==> config.mk <==
export PLATFORM = sky130hd
export DESIGN_NAME = emotion_arbiter
export DESIGN_NICKNAME = d
export VERILOG_FILES = /design/src/rtl/emotion_arbiter.sv
export SDC_FILE = /design/constraint.sdc
export NUM_CORES = 1
export LEC_CHECK = 0
export CAP_MARGIN = 0
export CORE_MARGIN = 3
export CORE_UTILIZATION = 61
export CTS_BUF_LIST = sky130_fd_sc_hd__clkbuf_16
export DETAILED_ROUTE_END_ITERATION = 12
export PLACE_DENSITY = 0.85
export SYNTH_ARGS = -nofsm -noshare
export SYNTH_HDL_FRONTEND = slang
export SYNTH_SLANG_ARGS = --single-unit
==> constraint.sdc <==
create_clock -name clk -period 4.9 [get_ports clk]
set_clock_uncertainty 0.2 [all_clocks]
set_input_delay 0.98 -clock clk [delete_from_list [all_inputs] [get_ports clk]]
set_output_delay 0.98 -clock clk [all_outputs]
set_load 0.05 [all_outputs]
==> src/rtl/emotion_arbiter.sv <==
// emotion_arbiter
// Arbitrates three emotion sources (camera classifier, wearable, manual panel)
// into one committed 3-bit emotion_code for the desk mood FSM. A source is
// granted round-robin and must hold the same code for STABLE_CYC cycles before
// it is committed. A committed code is held for DWELL_CYC cycles. After that,
// TIMEOUT_CYC cycles with no request revert the output to IDLE (000).
//
// Optional feature: define DESK_OVERRIDE_EN to add a desk override path.
// override_valid commits override_code directly, skipping qualification.
//
// Ports:
//   clk, reset_n      clock, synchronous active-low reset
//   src_valid[2:0]    per-source request
//   src_code[8:0]     source i code in bits [3i+2:3i]
//   override_valid    (DESK_OVERRIDE_EN only) force commit of override_code
//   override_code     (DESK_OVERRIDE_EN only)
//   src_ack[2:0]      one-cycle grant pulse, registered
//   emotion_code[2:0] committed code
//   code_change       one-cycle pulse when emotion_code changes value
//   active_src[1:0]   source of the committed code, 3 = none/timeout/override
//   busy              high while qualifying or holding
module emotion_arbiter #(
    parameter int STABLE_CYC  = 4,
    parameter int DWELL_CYC   = 16,
    parameter int TIMEOUT_CYC = 256
) (
    input  logic       clk,
    input  logic       reset_n,
    input  logic [2:0] src_valid,
    input  logic [8:0] src_code,
`ifdef DESK_OVERRIDE_EN
    input  logic       override_valid,
    input  logic [2:0] override_code,
`endif
    output logic [2:0] src_ack,
    output logic [2:0] emotion_code,
    output logic       code_change,
    output logic [1:0] active_src,
    output logic       busy
);

    localparam int SW = $clog2(STABLE_CYC + 1);
    localparam int DW = $clog2(DWELL_CYC + 1);
    localparam int TW = $clog2(TIMEOUT_CYC + 1);

    typedef enum logic [1:0] {IDLE, QUAL, HOLD, MON} state_t;

    state_t         state;
    logic [1:0]     rr_ptr;
    logic [1:0]     cand_src;
    logic [2:0]     cand_raw;   // code as captured; the match test uses this
    logic [SW-1:0]  stab_cnt;
    logic [DW-1:0]  dwell_cnt;
    logic [TW-1:0]  idle_cnt;

    function automatic logic [2:0] code_of(input logic [8:0] c, input logic [1:0] s);
        case (s)
            2'd0:    code_of = c[2:0];
            2'd1:    code_of = c[5:3];
            default: code_of = c[8:6];
        endcase
    endfunction

    function automatic logic valid_of(input logic [2:0] v, input logic [1:0] s);
        case (s)
            2'd0:    valid_of = v[0];
            2'd1:    valid_of = v[1];
            default: valid_of = v[2];
        endcase
    endfunction

    // Codes 100..111 are not defined emotions; they collapse to IDLE.
    function automatic logic [2:0] norm(input logic [2:0] c);
        norm = c[2] ? 3'd0 : c;
    endfunction

    // Round-robin winner: first requester at or above rr_ptr, wrapping 2->0.
    // The loop runs from far to near so the nearest requester is the last write.
    logic       win_hit;
    logic [1:0] win_src;
    always_comb begin
        win_hit = 1'b0;
        win_src = 2'd0;
        for (int k = 2; k >= 0; k--) begin
            logic [2:0] idx;
            idx = {1'b0, rr_ptr} + 3'(k);
            if (idx >= 3'd3) idx = idx - 3'd3;
            if (src_valid[idx]) begin
                win_hit = 1'b1;
                win_src = idx[1:0];
            end
        end
    end

    logic match;
    assign match = valid_of(src_valid, cand_src) && (code_of(src_code, cand_src) == cand_raw);

    assign busy = (state == QUAL) || (state == HOLD);

    always_ff @(posedge clk) begin
        if (!reset_n) begin
            state        <= IDLE;
            rr_ptr       <= 2'd0;
            cand_src     <= 2'd0;
            cand_raw     <= 3'd0;
            stab_cnt     <= '0;
            dwell_cnt    <= '0;
            idle_cnt     <= '0;
            src_ack      <= 3'd0;
            emotion_code <= 3'd0;
            code_change  <= 1'b0;
            active_src   <= 2'd3;
        end else begin
            src_ack     <= 3'd0;
            code_change <= 1'b0;
`ifdef DESK_OVERRIDE_EN
            if (override_valid) begin
                emotion_code <= norm(override_code);
                active_src   <= 2'd3;
                code_change  <= (norm(override_code) != emotion_code);
                dwell_cnt    <= '0;
                state        <= HOLD;
            end else
`endif
            begin
                case (state)
                    IDLE, MON: begin
                        if (win_hit) begin
                            // Capture wins over a coinciding timeout.
                            cand_src <= win_src;
                            cand_raw <= code_of(src_code, win_src);
                            stab_cnt <= SW'(1);
                            src_ack  <= 3'd1 << win_src;
                            state    <= QUAL;
                        end else if (state == MON) begin
                            if (idle_cnt == TW'(TIMEOUT_CYC - 1)) begin
                                code_change  <= (emotion_code != 3'd0);
                                emotion_code <= 3'd0;
                                active_src   <= 2'd3;
                                idle_cnt     <= '0;
                                state        <= IDLE;
                            end else begin
                                idle_cnt <= idle_cnt + 1'b1;
                            end
                        end
                    end
                    QUAL: begin
                        if (match) begin
                            if (stab_cnt == SW'(STABLE_CYC - 1)) begin
                                emotion_code <= norm(cand_raw);
                                code_change  <= (norm(cand_raw) != emotion_code);
                                active_src   <= cand_src;
                                rr_ptr       <= (cand_src == 2'd2) ? 2'd0 : cand_src + 2'd1;
                                dwell_cnt    <= '0;
                                state        <= HOLD;
                            end else begin
                                stab_cnt <= stab_cnt + 1'b1;
                            end
                        end else begin
                            idle_cnt <= '0;
                            state    <= (emotion_code != 3'd0) ? MON : IDLE;
                        end
                    end
                    HOLD: begin
                        if (dwell_cnt == DW'(DWELL_CYC - 1)) begin
                            idle_cnt <= '0;
                            state    <= MON;
                        end else begin
                            dwell_cnt <= dwell_cnt + 1'b1;
                        end
                    end
                    default: state <= IDLE;
                endcase
            end
        end
    end

endmodule

Word level (Yosys, flattened, before mapping)
Index checks and enable logic that the tools add are counted. Widths: inputs -> output; s select.

Register bits after elaboration: 35. Bits in latches: 0. Bits in writable memories: 0. Bits in read-only memories: 0. Output and inout bits: 10. Logic and storage cells: 128. Memories kept: 0.

Add/subtract/negate cells: 9. $mul: 0. Divide/modulo/power cells: 0. Order comparisons: 6. Equal/unequal tests: 24. Shifts and indexed selects: 1. Multiplexer cells: 60. Bitwise gates (word level): 0. Reductions and logical operators: 17.

Operators by type and width (number): $mux 9 (5); $mux 2 (17); $mux 3 (11); $pmux 9 s3 (1); $pmux 3 s2 (4); $ne 2x2->1 const B (8); $reduce_and 4->1 (4); $mux 5 (3); $mux 1 (11); $pmux 5 s2 (1); $add 9x1->9 const B (1); $eq 9x8->1 const B (1); $lt 3x3->1 const B (3); $bmux 1 s2 (3); $eq 2x1->1 const B (3); $eq 2x2->1 const B (3); $ge 3x2->1 const B (2); $logic_not 2->1 (3); $ne 3x3->1 const B (2); $pmux 2 s3 (1); $reduce_and 3->1 (2); $reduce_and 6->1 (1); $sub 3x2->3 const B (2); $add 5x1->5 const B (1); 21 further kinds (24).

Longest topological paths before layout
Word-level depth: 10. Depth in mapped cells: 9. Depth with buffers taken out: 8.

Least setup slack after synthesis
No wires, ideal clock.

Path kind: input-to-reg. From: in src_valid[1]. To: reg idle_cnt[4]. Setup time: 70 ps. Arrival: 2273 ps. Data required time: 4630 ps. Slack: 2357 ps. Cell stages on the path: 6. Path buffers: 0. Path through: nor2_1 -> o21bai_1 -> a311oi_2 -> o21ai_2 -> or4b_1 -> a21boi_1.

Word-level cells in the longest chain between the ends: 7.

Ends and longest elaborated chain: start: declaration (RTL line 29) `input logic [2:0] src_valid,`; $bmux 1 s2 (RTL line 88) `if (src_valid[idx]) begin`; $mux 1 (implied by the code) (RTL line 88); $mux 1 (3 in series) (RTL line 88); $ne 2x2->1 (no line); $reduce_and 4->1 (no line) (*); end signal: assignment (RTL line 143) `idle_cnt <= idle_cnt + 1'b1;`; end: declaration (RTL line 54) `logic [TW-1:0] idle_cnt;`.

Every way passes the cells marked *; elsewhere a longest branch is shown, timed or not. The select of a mux whose other input is x is not followed. A chain may end at the register's enable or synchronous reset.

Final worst setup path
From: reg state[0]. To: out busy.

Word-level cells in the longest chain between the ends: 2.

Ends and longest elaborated chain: start: declaration (RTL line 48) `state_t state;`; start signal: assignment (RTL line 161) `state <= (emotion_code != 3'd0) ? MON : IDLE;`; $eq 2x1->1 / $eq 2x2->1 (equally long branches) (RTL line 98) `assign busy = (state == QUAL) || (state == HOLD);`; $logic_or 1x1->1 (*) (RTL line 98); end: declaration (RTL line 39) `output logic busy`.

Every way passes the cells marked *; elsewhere a longest branch is shown, timed or not.

==> impl_metrics.csv <==
group,metric,value,unit
clock_tree,cts_tree,"done",
final_layout,antenna_cells,0,
detailed_routing,vias,2024,
logic_synthesis,syn_area,2240,um2
setup_path,cpMaxStageDelayCell,"clkdlybuf4s50_1",
floorplan,io_pins,24,
sta,tns,0,ns
global_routing,overflow,0,
setup_path,startpoint_type,"flop",
floorplan,start_util,0.650,
final_layout,finalNetCount,309,
detailed_routing,drtIter0Drc,155,
clock_tree,holdBufCountCts,0,
clock_tree,clk_latency,0.27,ns
sta,setup_viol,0,
sta,hold_viol,0,
detailed_routing,routed_wl,4870,um
global_routing,grt_max_degree,22,
pwr,p_per_area,303,nW/um2
final_layout,mostFrequentLayoutCells,"dfxtp_1 (34), nand2_1 (23), clkdlybuf4s50_1 (22)",
logic_synthesis,synth_edf_count,0,
sta,whs,0.267,ns
clock_tree,cts_setup_buffers,0,
sta,period_share,0.690,
logic_synthesis,netlist.area_leader.share,0.304,
placement,hpwl,3590,um
detailed_routing,wl_per_cell,14.7,um
placement,place.gp.congestion,0.794,
logic_synthesis,syn_nets,291,
sta,worst_pin_slew,0.748,ns
outcome,status,"completed",
worst_hold_path,min_path_type,"flop to flop",
logic_synthesis,async_reset_ff_frac,0,
placement,portBuffers,22,
clock_tree,clock_sinks,34,
detailed_routing,first_pass_iters,4,
detailed_routing,drc_errors,0,
sta,fin_crit,3.38,ns
floorplan,fp.dieW,66.6,um
logic_synthesis,ys_seq_area_frac,0.304,
logic_synthesis,syn_avg_cell_area,8.42,um2
global_routing,grt_usage,0.246,
floorplan,die_h,66.6,um
setup_path,arrival,2.20,ns
setup_path,path_class,"flop to output port",
clock_tree,clk_pin_slew,0.05,ns
detailed_routing,viasPerCell,6.11,
sta,slew_viol_final,0,
clock_tree,clockBufferDepth,2,
global_routing,grt_pass1_wl,8430,um
clock_tree,root_buffer,"clkbuf_16",
floorplan,core,3440,um2
clock_tree,cts_htree_levels,2,
pwr,power.leakage,0.000980,uW
logic_synthesis,synthCells,266,
global_routing,first_global_vias,1946,
setup_path,cp_max_fo,16,
floorplan,dieArea,4430,um2
setup_path,crit_path_end_kind,"output port",
logic_synthesis,ys_top_cells_by_area,"dfxtp_1 (30%), ha_1 (6.1%), mux2i_1 (4.0%)",
pwr,peakVddDrop,0.000177,V
setup_path,path_cells,"inv_1 -> ha_1 -> clkdlybuf4s50_1",
run,cap_violations,0,
logic_synthesis,synth-seq-cells,34,
setup_path,crit_required,3.72,ns
logic_synthesis,yosys_warnings,0,
global_routing,antenna_found_initial,0,
setup_path,critPathMaxStageDelay,0.90,ns
floorplan,rows,21,
logic_synthesis,synth-main-ff-cell,"dfxtp_1",
logic_synthesis,synth_top_cell_by_area,"dfxtp_1",
final_layout,drive_gt1_frac,0.0702,
final_layout,final_common_cell,"dfxtp_1",
sta,timing.slew.headroom,0.500,
final_layout,area_growth,17.3,%
clock_tree,cts_repair_resize_count,0,
sta,rsz0062_at_grt,"no",
sta,timing.fmax,0.296,GHz
clock_tree,cts_buffers,5,
logic_synthesis,yosysUniqueCellTypes,57,
detailed_routing,ant_nets,0,
-- flip-flops by register name (all words and copies together), names as in the netlist --
signal,cells
idle_cnt,9
cand_raw,3
rr_ptr,2
state,2
cand_src,2
src_ack,3
active_src,2
emotion_code,2
dwell_cnt,5
stab_cnt,3
code_change,1
-- per-stage QoR --
stage	cell area (um2)	total power (uW)	setup WS, ns	instances	util
final	2630	797	1.52	331	0.763
after global routing	2630	835	1.40	331	0.763
after CTS	2630	800	1.52	331	0.763
after detailed placement	2460	457	1.57	323	0.716
after global placement	2460	454	1.65	323	0.716
after floorplan	2240	419	2.36	266	-
-- worst max-delay path, delay by kind of cell, from the launching register on --
kind | cells | cell delay (ns)
DFF | 1 | 0.37
adders and majority gates | 1 | 0.58
buffers and inverters | 2 | 0.98
-- final cells by class --
type                    instances  area [um2]
well taps                      46        57.6
multi-input cells             209        1460
clock buffers                   5         125
clock inverters                 3        37.5
fillers                       252         816
repair buffers                 23         228
flip-flops and latches         34         681
inverters                      11        41.3
-- synthesized netlist by cell type, drive strengths merged (2+ instances only) --
library cell / n
nor3: 6
or4b: 2
nor4bb: 2
a21oi: 5
nand2: 23
nor2: 21
a22oi: 3
and3: 5
a21boi: 13
o211a: 2
clkbuf: 7
o21a: 6
o211ai: 6
a21o: 3
inv: 11
a22o: 2
ha: 11
o21bai: 2
or4: 2
dfxtp: 34
or2: 2
nand2b: 2
a31oi: 5
nand4: 9
nand3b: 3
nand3: 6
and2: 4
nor2b: 12
mux2i: 9
buf: 5
o21ai: 21
nor3b: 3
a211o: 4
-- power breakdown --
group | internal [uW] | switching [uW] | total, uW | leakage, uW
Clock | 236 | 107 | 343 | 0.0000864
Combinational | 61.1 | 91.8 | 153 | 0.000618
Sequential | 287 | 13.6 | 301 | 0.000276
Total | 584 | 213 | 797 | 0.000980
-- routing by layer --
metal,routed length [um],vias up,track usage
met2,2460,43,0.442
met4,61,0,0.0838
met5,0,-,0
met1,2170,963,0.280
met3,177,8,0.0590
li1,-,1010,-
-- cells by family (layout without fill, tap and decap cells) --
logic type               Yosys count  in the layout  synth area share
other                              1              1           0.00168
adder cells (fa/ha/maj)           12             12            0.0660
AND/OR/NAND/NOR                  106            106             0.276
buffers and inverters             23             42            0.0453
flip-flops                        34             34             0.304
multiplexers                       9              9            0.0402
AO/OA/AOI/OAI                     80             80             0.263
XOR/XNOR                           1              1           0.00391
-- path summary, 6_finish.rpt --
| check | cells after the start | slack [ns] | start | to |
|---|---|---|---|---|
| hold / removal | 2 | 0.27 | active_src[1] | active_src[1] |
| setup / recovery | 3 | 1.52 | state[0] | busy |
| setup reg to reg | 8 | 2.17 | rr_ptr[0] | active_src[0] |
| hold reg to reg | 2 | 0.27 | active_src[1] | active_src[1] |
Note: power is estimated with default switching activity, not from simulation.
